[src/rtl/ysyx_24090012_xbar_if.sv]
// AXI4 bus bundle used on every side of the ysyx_24090012 crossbar.
// master/slave carry all five channels; rd_master/rd_slave carry only AR and R,
// for read-only targets such as the CLINT.
interface ysyx_24090012_xbar_if;
  logic        awvalid;
  logic        awready;
  logic [31:0] awaddr;
  logic [3:0]  awid;
  logic [7:0]  awlen;
  logic [2:0]  awsize;
  logic [1:0]  awburst;

  logic        wvalid;
  logic        wready;
  logic [31:0] wdata;
  logic [3:0]  wstrb;
  logic        wlast;

  logic        bvalid;
  logic        bready;
  logic [1:0]  bresp;
  logic [3:0]  bid;

  logic        arvalid;
  logic        arready;
  logic [31:0] araddr;
  logic [3:0]  arid;
  logic [7:0]  arlen;
  logic [2:0]  arsize;
  logic [1:0]  arburst;

  logic        rvalid;
  logic        rready;
  logic [1:0]  rresp;
  logic [31:0] rdata;
  logic        rlast;
  logic [3:0]  rid;

  modport master (
    output awvalid, awaddr, awid, awlen, awsize, awburst,
    input  awready,
    output wvalid, wdata, wstrb, wlast,
    input  wready,
    input  bvalid, bresp, bid,
    output bready,
    output arvalid, araddr, arid, arlen, arsize, arburst,
    input  arready,
    input  rvalid, rresp, rdata, rlast, rid,
    output rready
  );

  modport slave (
    input  awvalid, awaddr, awid, awlen, awsize, awburst,
    output awready,
    input  wvalid, wdata, wstrb, wlast,
    output wready,
    output bvalid, bresp, bid,
    input  bready,
    input  arvalid, araddr, arid, arlen, arsize, arburst,
    output arready,
    output rvalid, rresp, rdata, rlast, rid,
    input  rready
  );

  modport rd_master (
    output arvalid, araddr, arid, arlen, arsize, arburst,
    input  arready,
    input  rvalid, rresp, rdata, rlast, rid,
    output rready
  );

  modport rd_slave (
    input  arvalid, araddr, arid, arlen, arsize, arburst,
    output arready,
    output rvalid, rresp, rdata, rlast, rid,
    input  rready
  );
endinterface

[src/rtl/ysyx_24090012_xbar.sv]
// AXI4 1-to-2 crossbar: routes upstream traffic to the SoC port or the
// read-only CLINT port by address, and answers illegal accesses locally.
// Read and write paths are independent FSMs, one transaction each at a time.
// Optional feature: define YSYX_24090012_XBAR_DECERR_EN to treat addresses
// with addr[31:28]==0 that miss the CLINT as unmapped (answered with DECERR).
module ysyx_24090012_xbar #(
  parameter logic [31:0] CLINT_BASE = 32'h0200_0000,
  parameter logic [31:0] CLINT_MASK = 32'hFFFF_0000
) (
  input  logic                          clk,
  input  logic                          rst,
  ysyx_24090012_xbar_if.slave           up,
  ysyx_24090012_xbar_if.master          soc,
  ysyx_24090012_xbar_if.rd_master       clint
);

  typedef enum logic [1:0] {R_IDLE, R_SOC, R_CLINT, R_ERR} r_state_t;
  typedef enum logic [1:0] {W_IDLE, W_SOC, W_ERR} w_state_t;

  r_state_t    r_state;
  logic [3:0]  r_id;
  logic [7:0]  r_len;
  logic [7:0]  r_cnt;
  logic        r_ar_done;
  logic        r_err_arready;
  logic        r_err_rvalid;
  logic        r_err_rlast;

  w_state_t    w_state;
  logic [3:0]  w_id;
  logic [1:0]  w_bresp;
  logic        w_aw_done;
  logic        w_w_done;
  logic        w_err_awready;
  logic        w_err_wready;
  logic        w_err_bvalid;

  logic        ar_clint_hit;
  logic        ar_unmapped;
  logic        aw_clint_hit;
  logic        aw_unmapped;

  assign ar_clint_hit = (up.araddr & CLINT_MASK) == CLINT_BASE;
  assign aw_clint_hit = (up.awaddr & CLINT_MASK) == CLINT_BASE;
`ifdef YSYX_24090012_XBAR_DECERR_EN
  assign ar_unmapped  = (up.araddr[31:28] == 4'h0) && !ar_clint_hit;
  assign aw_unmapped  = (up.awaddr[31:28] == 4'h0) && !aw_clint_hit;
`else
  assign ar_unmapped  = 1'b0;
  assign aw_unmapped  = 1'b0;
`endif

  // Payload fields are broadcast; only the valid/ready pairs are steered
  assign soc.araddr   = up.araddr;
  assign soc.arid     = up.arid;
  assign soc.arlen    = up.arlen;
  assign soc.arsize   = up.arsize;
  assign soc.arburst  = up.arburst;
  assign clint.araddr  = up.araddr;
  assign clint.arid    = up.arid;
  assign clint.arlen   = up.arlen;
  assign clint.arsize  = up.arsize;
  assign clint.arburst = up.arburst;
  assign soc.awaddr   = up.awaddr;
  assign soc.awid     = up.awid;
  assign soc.awlen    = up.awlen;
  assign soc.awsize   = up.awsize;
  assign soc.awburst  = up.awburst;
  assign soc.wdata    = up.wdata;
  assign soc.wstrb    = up.wstrb;
  assign soc.wlast    = up.wlast;

  // Read FSM: decode, track the AR handshake, and sequence local error beats
  always_ff @(posedge clk or posedge rst) begin
    if (rst) begin
      r_state       <= R_IDLE;
      r_id          <= 4'd0;
      r_len         <= 8'd0;
      r_cnt         <= 8'd0;
      r_ar_done     <= 1'b0;
      r_err_arready <= 1'b0;
      r_err_rvalid  <= 1'b0;
      r_err_rlast   <= 1'b0;
    end else begin
      case (r_state)
        R_IDLE: begin
          if (up.arvalid) begin
            r_id      <= up.arid;
            r_len     <= up.arlen;
            r_cnt     <= 8'd0;
            r_ar_done <= 1'b0;
            if (ar_clint_hit) begin
              r_state <= R_CLINT;
            end else if (ar_unmapped) begin
              r_state       <= R_ERR;
              r_err_arready <= 1'b1;
            end else begin
              r_state <= R_SOC;
            end
          end
        end
        R_SOC: begin
          if (up.arvalid && soc.arready && !r_ar_done) r_ar_done <= 1'b1;
          if (soc.rvalid && up.rready && soc.rlast) r_state <= R_IDLE;
        end
        R_CLINT: begin
          if (up.arvalid && clint.arready && !r_ar_done) r_ar_done <= 1'b1;
          if (clint.rvalid && up.rready && clint.rlast) r_state <= R_IDLE;
        end
        R_ERR: begin
          if (r_err_arready) begin
            r_err_arready <= 1'b0;
            r_err_rvalid  <= 1'b1;
            r_err_rlast   <= (r_len == 8'd0);
          end else if (r_err_rvalid && up.rready) begin
            if (r_cnt == r_len) begin
              r_err_rvalid <= 1'b0;
              r_err_rlast  <= 1'b0;
              r_state      <= R_IDLE;
            end else begin
              r_cnt       <= r_cnt + 8'd1;
              r_err_rlast <= ((r_cnt + 8'd1) == r_len);
            end
          end
        end
        default: r_state <= R_IDLE;
      endcase
    end
  end

  // Read steering: the selected port is wired through, everything else held off
  always_comb begin
    soc.arvalid   = 1'b0;
    soc.rready    = 1'b0;
    clint.arvalid = 1'b0;
    clint.rready  = 1'b0;
    up.arready    = 1'b0;
    up.rvalid     = 1'b0;
    up.rdata      = soc.rdata;
    up.rresp      = soc.rresp;
    up.rlast      = soc.rlast;
    up.rid        = soc.rid;
    case (r_state)
      R_SOC: begin
        soc.arvalid = up.arvalid && !r_ar_done;
        up.arready  = soc.arready && !r_ar_done;
        up.rvalid   = soc.rvalid;
        soc.rready  = up.rready;
      end
      R_CLINT: begin
        clint.arvalid = up.arvalid && !r_ar_done;
        up.arready    = clint.arready && !r_ar_done;
        up.rvalid     = clint.rvalid;
        clint.rready  = up.rready;
        up.rdata      = clint.rdata;
        up.rresp      = clint.rresp;
        up.rlast      = clint.rlast;
        up.rid        = clint.rid;
      end
      R_ERR: begin
        up.arready = r_err_arready;
        up.rvalid  = r_err_rvalid;
        up.rdata   = 32'd0;
        up.rresp   = 2'b11;
        up.rlast   = r_err_rlast;
        up.rid     = r_id;
      end
      default: ;
    endcase
  end

  // Write FSM: decode, track AW/W completion, and sequence local error responses
  always_ff @(posedge clk or posedge rst) begin
    if (rst) begin
      w_state       <= W_IDLE;
      w_id          <= 4'd0;
      w_bresp       <= 2'b00;
      w_aw_done     <= 1'b0;
      w_w_done      <= 1'b0;
      w_err_awready <= 1'b0;
      w_err_wready  <= 1'b0;
      w_err_bvalid  <= 1'b0;
    end else begin
      case (w_state)
        W_IDLE: begin
          if (up.awvalid) begin
            w_id      <= up.awid;
            w_aw_done <= 1'b0;
            w_w_done  <= 1'b0;
            if (aw_clint_hit || aw_unmapped) begin
              w_state       <= W_ERR;
              w_err_awready <= 1'b1;
              w_bresp       <= aw_clint_hit ? 2'b10 : 2'b11;
            end else begin
              w_state <= W_SOC;
            end
          end
        end
        W_SOC: begin
          if (up.awvalid && soc.awready && !w_aw_done) w_aw_done <= 1'b1;
          if (up.wvalid && soc.wready && up.wlast && !w_w_done) w_w_done <= 1'b1;
          if (soc.bvalid && up.bready) w_state <= W_IDLE;
        end
        W_ERR: begin
          if (w_err_awready) begin
            w_err_awready <= 1'b0;
            w_err_wready  <= 1'b1;
          end else if (w_err_wready) begin
            if (up.wvalid && up.wlast) begin
              w_err_wready <= 1'b0;
              w_err_bvalid <= 1'b1;
            end
          end else if (w_err_bvalid && up.bready) begin
            w_err_bvalid <= 1'b0;
            w_state      <= W_IDLE;
          end
        end
        default: w_state <= W_IDLE;
      endcase
    end
  end

  // Write steering: SoC pass-through or the locally generated error response
  always_comb begin
    soc.awvalid = 1'b0;
    soc.wvalid  = 1'b0;
    soc.bready  = 1'b0;
    up.awready  = 1'b0;
    up.wready   = 1'b0;
    up.bvalid   = 1'b0;
    up.bresp    = soc.bresp;
    up.bid      = soc.bid;
    case (w_state)
      W_SOC: begin
        soc.awvalid = up.awvalid && !w_aw_done;
        up.awready  = soc.awready && !w_aw_done;
        soc.wvalid  = up.wvalid && !w_w_done;
        up.wready   = soc.wready && !w_w_done;
        up.bvalid   = soc.bvalid;
        soc.bready  = up.bready;
      end
      W_ERR: begin
        up.awready = w_err_awready;
        up.wready  = w_err_wready;
        up.bvalid  = w_err_bvalid;
        up.bresp   = w_bresp;
        up.bid     = w_id;
      end
      default: ;
    endcase
  end

endmodule

[src/flat_wrapper.sv]
// flat-port wrapper written by rule: the top's interface ports become plain ports
module ysyx_24090012_xbar_flat 
#(
  parameter logic [31:0] CLINT_BASE = 32'h0200_0000,
  parameter logic [31:0] CLINT_MASK = 32'hFFFF_0000
)
  (clk, rst, up_awvalid, up_awaddr, up_awid, up_awlen, up_awsize, up_awburst, up_awready, up_wvalid, up_wdata, up_wstrb, up_wlast, up_wready, up_bvalid, up_bresp, up_bid, up_bready, up_arvalid, up_araddr, up_arid, up_arlen, up_arsize, up_arburst, up_arready, up_rvalid, up_rresp, up_rdata, up_rlast, up_rid, up_rready, soc_awvalid, soc_awaddr, soc_awid, soc_awlen, soc_awsize, soc_awburst, soc_awready, soc_wvalid, soc_wdata, soc_wstrb, soc_wlast, soc_wready, soc_bvalid, soc_bresp, soc_bid, soc_bready, soc_arvalid, soc_araddr, soc_arid, soc_arlen, soc_arsize, soc_arburst, soc_arready, soc_rvalid, soc_rresp, soc_rdata, soc_rlast, soc_rid, soc_rready, clint_arvalid, clint_araddr, clint_arid, clint_arlen, clint_arsize, clint_arburst, clint_arready, clint_rvalid, clint_rresp, clint_rdata, clint_rlast, clint_rid, clint_rready);
  ysyx_24090012_xbar_if up_i ();
  ysyx_24090012_xbar_if soc_i ();
  ysyx_24090012_xbar_if clint_i ();
  input  logic clk;
  input  logic rst;
  input wire logic [$bits(up_i.awvalid)-1:0] up_awvalid;
  input wire logic [$bits(up_i.awaddr)-1:0] up_awaddr;
  input wire logic [$bits(up_i.awid)-1:0] up_awid;
  input wire logic [$bits(up_i.awlen)-1:0] up_awlen;
  input wire logic [$bits(up_i.awsize)-1:0] up_awsize;
  input wire logic [$bits(up_i.awburst)-1:0] up_awburst;
  output wire logic [$bits(up_i.awready)-1:0] up_awready;
  input wire logic [$bits(up_i.wvalid)-1:0] up_wvalid;
  input wire logic [$bits(up_i.wdata)-1:0] up_wdata;
  input wire logic [$bits(up_i.wstrb)-1:0] up_wstrb;
  input wire logic [$bits(up_i.wlast)-1:0] up_wlast;
  output wire logic [$bits(up_i.wready)-1:0] up_wready;
  output wire logic [$bits(up_i.bvalid)-1:0] up_bvalid;
  output wire logic [$bits(up_i.bresp)-1:0] up_bresp;
  output wire logic [$bits(up_i.bid)-1:0] up_bid;
  input wire logic [$bits(up_i.bready)-1:0] up_bready;
  input wire logic [$bits(up_i.arvalid)-1:0] up_arvalid;
  input wire logic [$bits(up_i.araddr)-1:0] up_araddr;
  input wire logic [$bits(up_i.arid)-1:0] up_arid;
  input wire logic [$bits(up_i.arlen)-1:0] up_arlen;
  input wire logic [$bits(up_i.arsize)-1:0] up_arsize;
  input wire logic [$bits(up_i.arburst)-1:0] up_arburst;
  output wire logic [$bits(up_i.arready)-1:0] up_arready;
  output wire logic [$bits(up_i.rvalid)-1:0] up_rvalid;
  output wire logic [$bits(up_i.rresp)-1:0] up_rresp;
  output wire logic [$bits(up_i.rdata)-1:0] up_rdata;
  output wire logic [$bits(up_i.rlast)-1:0] up_rlast;
  output wire logic [$bits(up_i.rid)-1:0] up_rid;
  input wire logic [$bits(up_i.rready)-1:0] up_rready;
  output wire logic [$bits(soc_i.awvalid)-1:0] soc_awvalid;
  output wire logic [$bits(soc_i.awaddr)-1:0] soc_awaddr;
  output wire logic [$bits(soc_i.awid)-1:0] soc_awid;
  output wire logic [$bits(soc_i.awlen)-1:0] soc_awlen;
  output wire logic [$bits(soc_i.awsize)-1:0] soc_awsize;
  output wire logic [$bits(soc_i.awburst)-1:0] soc_awburst;
  input wire logic [$bits(soc_i.awready)-1:0] soc_awready;
  output wire logic [$bits(soc_i.wvalid)-1:0] soc_wvalid;
  output wire logic [$bits(soc_i.wdata)-1:0] soc_wdata;
  output wire logic [$bits(soc_i.wstrb)-1:0] soc_wstrb;
  output wire logic [$bits(soc_i.wlast)-1:0] soc_wlast;
  input wire logic [$bits(soc_i.wready)-1:0] soc_wready;
  input wire logic [$bits(soc_i.bvalid)-1:0] soc_bvalid;
  input wire logic [$bits(soc_i.bresp)-1:0] soc_bresp;
  input wire logic [$bits(soc_i.bid)-1:0] soc_bid;
  output wire logic [$bits(soc_i.bready)-1:0] soc_bready;
  output wire logic [$bits(soc_i.arvalid)-1:0] soc_arvalid;
  output wire logic [$bits(soc_i.araddr)-1:0] soc_araddr;
  output wire logic [$bits(soc_i.arid)-1:0] soc_arid;
  output wire logic [$bits(soc_i.arlen)-1:0] soc_arlen;
  output wire logic [$bits(soc_i.arsize)-1:0] soc_arsize;
  output wire logic [$bits(soc_i.arburst)-1:0] soc_arburst;
  input wire logic [$bits(soc_i.arready)-1:0] soc_arready;
  input wire logic [$bits(soc_i.rvalid)-1:0] soc_rvalid;
  input wire logic [$bits(soc_i.rresp)-1:0] soc_rresp;
  input wire logic [$bits(soc_i.rdata)-1:0] soc_rdata;
  input wire logic [$bits(soc_i.rlast)-1:0] soc_rlast;
  input wire logic [$bits(soc_i.rid)-1:0] soc_rid;
  output wire logic [$bits(soc_i.rready)-1:0] soc_rready;
  output wire logic [$bits(clint_i.arvalid)-1:0] clint_arvalid;
  output wire logic [$bits(clint_i.araddr)-1:0] clint_araddr;
  output wire logic [$bits(clint_i.arid)-1:0] clint_arid;
  output wire logic [$bits(clint_i.arlen)-1:0] clint_arlen;
  output wire logic [$bits(clint_i.arsize)-1:0] clint_arsize;
  output wire logic [$bits(clint_i.arburst)-1:0] clint_arburst;
  input wire logic [$bits(clint_i.arready)-1:0] clint_arready;
  input wire logic [$bits(clint_i.rvalid)-1:0] clint_rvalid;
  input wire logic [$bits(clint_i.rresp)-1:0] clint_rresp;
  input wire logic [$bits(clint_i.rdata)-1:0] clint_rdata;
  input wire logic [$bits(clint_i.rlast)-1:0] clint_rlast;
  input wire logic [$bits(clint_i.rid)-1:0] clint_rid;
  output wire logic [$bits(clint_i.rready)-1:0] clint_rready;
  assign up_i.awvalid = up_awvalid;
  assign up_i.awaddr = up_awaddr;
  assign up_i.awid = up_awid;
  assign up_i.awlen = up_awlen;
  assign up_i.awsize = up_awsize;
  assign up_i.awburst = up_awburst;
  assign up_awready = up_i.awready;
  assign up_i.wvalid = up_wvalid;
  assign up_i.wdata = up_wdata;
  assign up_i.wstrb = up_wstrb;
  assign up_i.wlast = up_wlast;
  assign up_wready = up_i.wready;
  assign up_bvalid = up_i.bvalid;
  assign up_bresp = up_i.bresp;
  assign up_bid = up_i.bid;
  assign up_i.bready = up_bready;
  assign up_i.arvalid = up_arvalid;
  assign up_i.araddr = up_araddr;
  assign up_i.arid = up_arid;
  assign up_i.arlen = up_arlen;
  assign up_i.arsize = up_arsize;
  assign up_i.arburst = up_arburst;
  assign up_arready = up_i.arready;
  assign up_rvalid = up_i.rvalid;
  assign up_rresp = up_i.rresp;
  assign up_rdata = up_i.rdata;
  assign up_rlast = up_i.rlast;
  assign up_rid = up_i.rid;
  assign up_i.rready = up_rready;
  assign soc_awvalid = soc_i.awvalid;
  assign soc_awaddr = soc_i.awaddr;
  assign soc_awid = soc_i.awid;
  assign soc_awlen = soc_i.awlen;
  assign soc_awsize = soc_i.awsize;
  assign soc_awburst = soc_i.awburst;
  assign soc_i.awready = soc_awready;
  assign soc_wvalid = soc_i.wvalid;
  assign soc_wdata = soc_i.wdata;
  assign soc_wstrb = soc_i.wstrb;
  assign soc_wlast = soc_i.wlast;
  assign soc_i.wready = soc_wready;
  assign soc_i.bvalid = soc_bvalid;
  assign soc_i.bresp = soc_bresp;
  assign soc_i.bid = soc_bid;
  assign soc_bready = soc_i.bready;
  assign soc_arvalid = soc_i.arvalid;
  assign soc_araddr = soc_i.araddr;
  assign soc_arid = soc_i.arid;
  assign soc_arlen = soc_i.arlen;
  assign soc_arsize = soc_i.arsize;
  assign soc_arburst = soc_i.arburst;
  assign soc_i.arready = soc_arready;
  assign soc_i.rvalid = soc_rvalid;
  assign soc_i.rresp = soc_rresp;
  assign soc_i.rdata = soc_rdata;
  assign soc_i.rlast = soc_rlast;
  assign soc_i.rid = soc_rid;
  assign soc_rready = soc_i.rready;
  assign clint_arvalid = clint_i.arvalid;
  assign clint_araddr = clint_i.araddr;
  assign clint_arid = clint_i.arid;
  assign clint_arlen = clint_i.arlen;
  assign clint_arsize = clint_i.arsize;
  assign clint_arburst = clint_i.arburst;
  assign clint_i.arready = clint_arready;
  assign clint_i.rvalid = clint_rvalid;
  assign clint_i.rresp = clint_rresp;
  assign clint_i.rdata = clint_rdata;
  assign clint_i.rlast = clint_rlast;
  assign clint_i.rid = clint_rid;
  assign clint_rready = clint_i.rready;
  ysyx_24090012_xbar #(.CLINT_BASE(CLINT_BASE), .CLINT_MASK(CLINT_MASK)) u_core (.clk(clk), .rst(rst), .up(up_i), .soc(soc_i), .clint(clint_i));
endmodule
[config.mk]
export PLATFORM = sky130hd
export DESIGN_NAME = ysyx_24090012_xbar_flat
export DESIGN_NICKNAME = d
export VERILOG_FILES = /design/src/rtl/ysyx_24090012_xbar_if.sv /design/src/rtl/ysyx_24090012_xbar.sv /design/src/flat_wrapper.sv
export SDC_FILE = /design/constraint.sdc
export NUM_CORES = 1
export LEC_CHECK = 0
export BUFFER_PORTS_ARGS = -buffer_cell sky130_fd_sc_hd__buf_2
export CAP_MARGIN = 20
export CORE_AREA = 2 2 187 189
export CTS_BUF_LIST = sky130_fd_sc_hd__clkbuf_8 sky130_fd_sc_hd__clkbuf_16
export DETAILED_ROUTE_END_ITERATION = 6
export DIE_AREA = 0 0 189 191
export HOLD_SLACK_MARGIN = 0.03
export PLACE_DENSITY = 0.45
export SYNTH_ARGS = -nofsm -noshare
export SYNTH_HDL_FRONTEND = slang
export SYNTH_SLANG_ARGS = --single-unit
[constraint.sdc]
create_clock -name clk -period 2.6 [get_ports clk]
set_clock_uncertainty 0.15 [all_clocks]
set_input_delay 0.52 -clock clk [delete_from_list [all_inputs] [get_ports clk]]
set_output_delay 0.52 -clock clk [all_outputs]
set_load 0.005 [all_outputs]
## After elaboration in Yosys (flattened, before gate mapping)

Index checks and enable logic that the tools add are counted.

- Add/subtract/negate cells: 1
- Eq/ne operators: 26
- Multiplexer cells: 58
- Bitwise operators: 1
- Reduce and logical (&&, ||, !) cells: 47

Operators with widths:

| cell | count |
|---|---|
| $pmux 32 s2 | 1 |
| $eq 16x10->1 const B | 2 |
| $mux 2 | 13 |
| $mux 1 | 25 |
| $logic_and 1x1->1 | 24 |
| $mux 8 | 3 |
| $ne 2x1->1 const B | 11 |
| $eq 8x8->1 | 2 |
| $pmux 1 s2 | 8 |
| $pmux 8 s2 | 1 |
| $reduce_and 3->1 | 5 |
| $ne 2x2->1 const B | 6 |
| $reduce_and 4->1 | 3 |
| $reduce_and 5->1 | 2 |
| $add 8x1->8 const B | 1 |
| $pmux 2 s4 | 1 |
| $pmux 4 s2 | 1 |
| $reduce_bool 2->1 | 4 |
| $eq 2x2->1 const B | 3 |
| $pmux 1 s3 | 2 |
| $pmux 2 s3 | 1 |
| $reduce_and 2->1 | 3 |
| $eq 2x1->1 const B | 2 |
| $logic_not 2->1 | 2 |
| 5 further kinds | 7 |

- Register bits after elaboration: 37
- Input port bits: 233
- Output and inout port bits: 241
- Word-level logic and storage cells: 148

## Logic depth before layout (Yosys ltp)

- Word-level depth: 5
- Depth in mapped cells: 7

## Least setup slack after synthesis

No wires, ideal clock.

- Path type: register to output
- Start: reg u_core.r_state[0]
- End: out up_rresp[1]
- Arrival time: 1.377 ns
- Data required time: 1.930 ns
- Setup slack: 0.553 ns
- Stages on the path, launching flop included: 7
- Cell sequence: dfrtp_1 -> inv_1 -> ha_1 -> buf_2 -> buf_2 -> mux2i_1 -> nand2_1

- Word-level cells in the longest chain between the ends: 2
- Elaborated cells on any way between the ends: 3

RTL lines:

| what | RTL line | RTL |
|---|---|---|
| start: declaration | ysyx_24090012_xbar.sv:20 | `r_state_t r_state;` |
| start signal: assignment | ysyx_24090012_xbar.sv:76 | `r_state <= R_IDLE;` |
| start signal: assignment | ysyx_24090012_xbar.sv:93 | `r_state <= R_CLINT;` |
| start signal: assignment | ysyx_24090012_xbar.sv:95 | `r_state <= R_ERR;` |
| $eq 2x2->1 | ysyx_24090012_xbar.sv:143 | `case (r_state)` |
| $pmux 2 s2 (*) | ysyx_24090012_xbar.sv:143 |  |
| end: declaration | flat_wrapper.sv:37 | `output wire logic [$bits(up_i.rresp)-1:0] up_rresp;` |

Mark *: on every way between the ends. The rest lies on a longest branch, timed or not.

## Worst setup path in the final report

- Start: reg u_core.r_state[0]
- End: out up_rdata[31]

- Word-level cells in the longest chain between the ends: 2
- Elaborated cells on any way between the ends: 3

RTL lines:

| what | RTL line | RTL |
|---|---|---|
| $eq 2x2->1 | ysyx_24090012_xbar.sv:143 |  |
| $pmux 32 s2 (*) | ysyx_24090012_xbar.sv:143 |  |
| end: declaration | flat_wrapper.sv:38 | `output wire logic [$bits(up_i.rdata)-1:0] up_rdata;` |

Marked as above.

==> results.json <==
{
  "detailedRoute.firstPassIterationCount": 4,
  "worst_setup_hold_path_clk_slew_ns": 0.07,
  "nFillCells": 3984,
  "syn-instance-count": 377,
  "final_nets": 696,
  "swShare_pct": 38.8,
  "global_route_wire_length_before_repair_um": 20400,
  "post-route-min-period_ns": 2.50,
  "die-area_um2": 36100,
  "cts_root_buf": "sky130_fd_sc_hd__clkbuf_16",
  "finalHoldViolations": 0,
  "number_of_h_tree_branching_levels": 1,
  "synth_edf_count": 0,
  "synth.cells.most_frequent": "sky130_fd_sc_hd__buf_4, sky130_fd_sc_hd__a22o_1, sky130_fd_sc_hd__nand2_1, sky130_fd_sc_hd__dfrtp_1, sky130_fd_sc_hd__inv_1",
  "highest_clock_rate_mhz": 400,
  "synthToLayoutAreaGrowth_pct": 21.9,
  "final_setup_violating_endpoints": 0,
  "worstSkewPairLatency_ns": 0.27,
  "combPwrFrac_pct": 47.9,
  "initial_core_util_pct": 9.06,
  "detailed_router_s_first_iteration_violation_count": 130,
  "synth-async-reset-ratio_pct": 100,
  "ys.warnings.count": 0,
  "clk_path_buf_depth": 2,
  "critPathCaptureType": "output pin",
  "synth_seq_area_share_pct": 15.4,
  "ctsHoldBuffers": 0,
  "synth_cell_types": 35,
  "timing.critical_path.from_type": "register",
  "power_density_nw_per_um2": 425,
  "crit_path_max_fanout": 11,
  "gpl.final_weighted_congestion": 0.814,
  "timing_worst_setup_path_type": "reg -> out",
  "num_antenna_cells": 0,
  "power.switching_mw": 0.621,
  "design.core.area_um2": 34100,
  "detailroute.via_count": 2798,
  "netlist_top_cells_area": "sky130_fd_sc_hd__buf_4, sky130_fd_sc_hd__dfrtp_1, sky130_fd_sc_hd__a22o_1",
  "std_cell_rows": 68,
  "gr-usage-all-layers_pct": 8.23,
  "gr-usage-met2_pct": 14.5,
  "maxSlewHeadroom_pct": 72.9,
  "cts_tree": "done",
  "finalCoreUtilization_pct": 11.0,
  "timing_max_transition_violations_final": 0,
  "internal-power_mw": 0.980,
  "port_buffers": 256,
  "grt_antenna_before_repair": 0,
  "groute.layer.met1.usage_pct": 7.77,
  "clockPowerShare_pct": 23.3,
  "timing.hold.worst.class": "in -> async",
  "tritoncts_num_sinks": 19,
  "detail_route.drc_violations": 0,
  "place.detailed.hpwl_um": 14000,
  "run_status": "finished clean",
  "worstPathArrival_ns": 1.83,
  "ant_nets": 0,
  "tns_ns": 0,
  "final_cell_count_no_fill": 907,
  "grt_start_max_net_pins": 24,
  "numCtsBuffers": 3,
  "post_route_cells_drive_above_1_share_pct": 62.4,
  "hold-worst-slack_ns": 0.141,
  "via_count_of_the_first_global_routing_pass": 2636,
  "reg2regPathDepth": 6,
  "rrSetupSlack_ns": 0.58,
  "busiest_layer": "met2",
  "syn_nets": 620,
  "synth_area_um2": 3090,
  "synth-seq-cells": 19,
  "fp.dieW_um": 189,
  "globalRouteOverflowTotal": 0,
  "post_synth_top_area_cell": "sky130_fd_sc_hd__buf_4",
  "post-synth-top-count-cell": "sky130_fd_sc_hd__buf_4",
  "post_drt_wl_per_cell_um": 18.0,
  "rr_endpoint": "u_core.r_state[1]",
  "total_power_mw": 1.60,
  "drv.max_cap_violation_count": 0,
  "timing.rr.start": "u_core.r_state[0]",
  "post_synth.cell_area_avg_um2": 8.20,
  "irDropWorstVdd_v": 0.000197,
  "cp_data_required_time_ns": 1.93,
  "dominantRegCellSynth": "sky130_fd_sc_hd__dfrtp_1",
  "synth_top_area_share_pct": 44.7,
  "dieHeight_um": 191,
  "total_leakage_power_nw": 1.97,
  "routed_wirelength_um": 16400,
  "power.sequential.fraction_pct": 28.8,
  "min_period_over_period_pct": 96.2,
  "vias_per_cell": 3.08,
  "tightestPinTransition_ns": 0.406,
  "grt_use_met3_pct": 4.41,
  "floorplan.io_pins": 474,
  "rsz_0062_raised_after_global_routing": "no",
  "placed_cells_incl_taps": 896
}
how the worst max path moves through the flow:
stage | start | endpoint | slack, ns | cells past startpoint
2_1_floorplan | u_core.r_state[0] | up_rresp[1] | 0.55 | 6
3_3_place_gp | u_core.r_state[0] | up_rdata[5] | -0.05 | 5
3_5_place_dp | u_core.r_state[0] | up_rdata[5] | -0.07 | 5
4_1_cts | u_core.r_state[0] | up_rdata[13] | 0.02 | 7
5_1_grt | u_core.r_state[0] | up_rdata[31] | 0.02 | 7
6_report | u_core.r_state[0] | up_rdata[31] | 0.1 | 7
cells by family (layout without fill, tap and decap cells):
kind of cell | count (synthesis) | in the layout | share of synthesized area [%]
simple gates | 64 | 65 | 10.9
buf+inv | 206 | 280 | 47.8
compound gates | 57 | 57 | 14.5
mux | 21 | 21 | 7.41
flops | 19 | 19 | 15.4
fa+ha+maj | 10 | 10 | 4.05
layer usage:
metal	wire length [µm]	vias up	share of wire (%)
met1	5290	1236	32
met5	40	-	0.24
met2	8090	263	49
li1	-	1242	-
met4	771	2	4.7
met3	2170	55	13
through the flow:
| stage | worst slack [ns] | cell area [µm²] |
|---|---|---|
| 2_1_floorplan | 0.553 | 3090 |
| 3_3_place_gp | -0.0454 | 3530 |
| 3_5_place_dp | -0.0658 | 3530 |
| 4_1_cts | 0.0204 | 3760 |
| 5_1_grt | 0.0220 | 3770 |
| 6_report | 0.0995 | 3770 |
cell usage in the layout (no fill, tap or decap), types with 4 or more instances in the layout:
cell type	Yosys	final
sky130_fd_sc_hd__inv_1	11	11
sky130_fd_sc_hd__a22o_1	33	33
sky130_fd_sc_hd__a21oi_1	8	8
sky130_fd_sc_hd__nand3_1	4	4
sky130_fd_sc_hd__nor4_1	6	6
sky130_fd_sc_hd__nor2_1	8	8
sky130_fd_sc_hd__a22oi_1	7	7
sky130_fd_sc_hd__ha_1	10	9
sky130_fd_sc_hd__mux2_2	9	9
sky130_fd_sc_hd__nor2b_1	6	6
sky130_fd_sc_hd__buf_12	0	5
sky130_fd_sc_hd__dfrtp_1	19	19
sky130_fd_sc_hd__mux2_1	6	6
sky130_fd_sc_hd__mux2i_1	6	6
sky130_fd_sc_hd__buf_2	10	256
sky130_fd_sc_hd__nand2_1	25	25
state kept, by name (all words and copies together), names as in the netlist:
| register | count |
|---|---|
| u_core.w_w_done | 1 |
| u_core.w_err_awready | 1 |
| u_core.w_err_wready | 1 |
| u_core.r_state | 2 |
| u_core.r_ar_done | 1 |
| u_core.w_aw_done | 1 |
| u_core.w_state | 2 |
| u_core.w_bresp | 1 |
| u_core.w_id | 4 |
| u_core.w_err_bvalid | 1 |
| u_core.r_id | 4 |
power by group through the flow:
stage / Combinational (mW) / Sequential, mW / Clock [mW]
after floorplan: 0.608 / 0.445 / 0
after global placement: 0.783 / 0.466 / 0
after detailed placement: 0.779 / 0.466 / 0
after CTS: 0.784 / 0.463 / 0.417
after global routing: 0.857 / 0.478 / 0.421
final: 0.767 / 0.462 / 0.373
critical path, cell delays in order (launching register included):
cell	delay, ns
sky130_fd_sc_hd__dfrtp_1	0.42
sky130_fd_sc_hd__inv_1	0.18
sky130_fd_sc_hd__ha_4	0.24
sky130_fd_sc_hd__nor2_4	0.06
sky130_fd_sc_hd__buf_12	0.15
sky130_fd_sc_hd__buf_12	0.12
sky130_fd_sc_hd__a22o_1	0.23
sky130_fd_sc_hd__buf_2	0.14
area by class of cell:
| cell class | count | area [µm²] | area share [%] |
|---|---|---|---|
| clock buffer | 3 | 75.1 | 1.99 |
| clock inverter | 1 | 7.51 | 0.199 |
| inverter | 11 | 41.3 | 1.10 |
| multi-input combinational | 153 | 1160 | 30.9 |
| sequential | 19 | 475 | 12.6 |
| tap | 455 | 569 | 15.1 |
| timing repair buffer | 265 | 1440 | 38.1 |
what timing repair did:
item                       CTS  global route
gates resized for setup      4             1
setup buffers                5             0
setup endpoints to repair   42             9
pin swaps                    2             0
cloned                       2             0
Note: power is estimated with default switching activity, not from simulation.
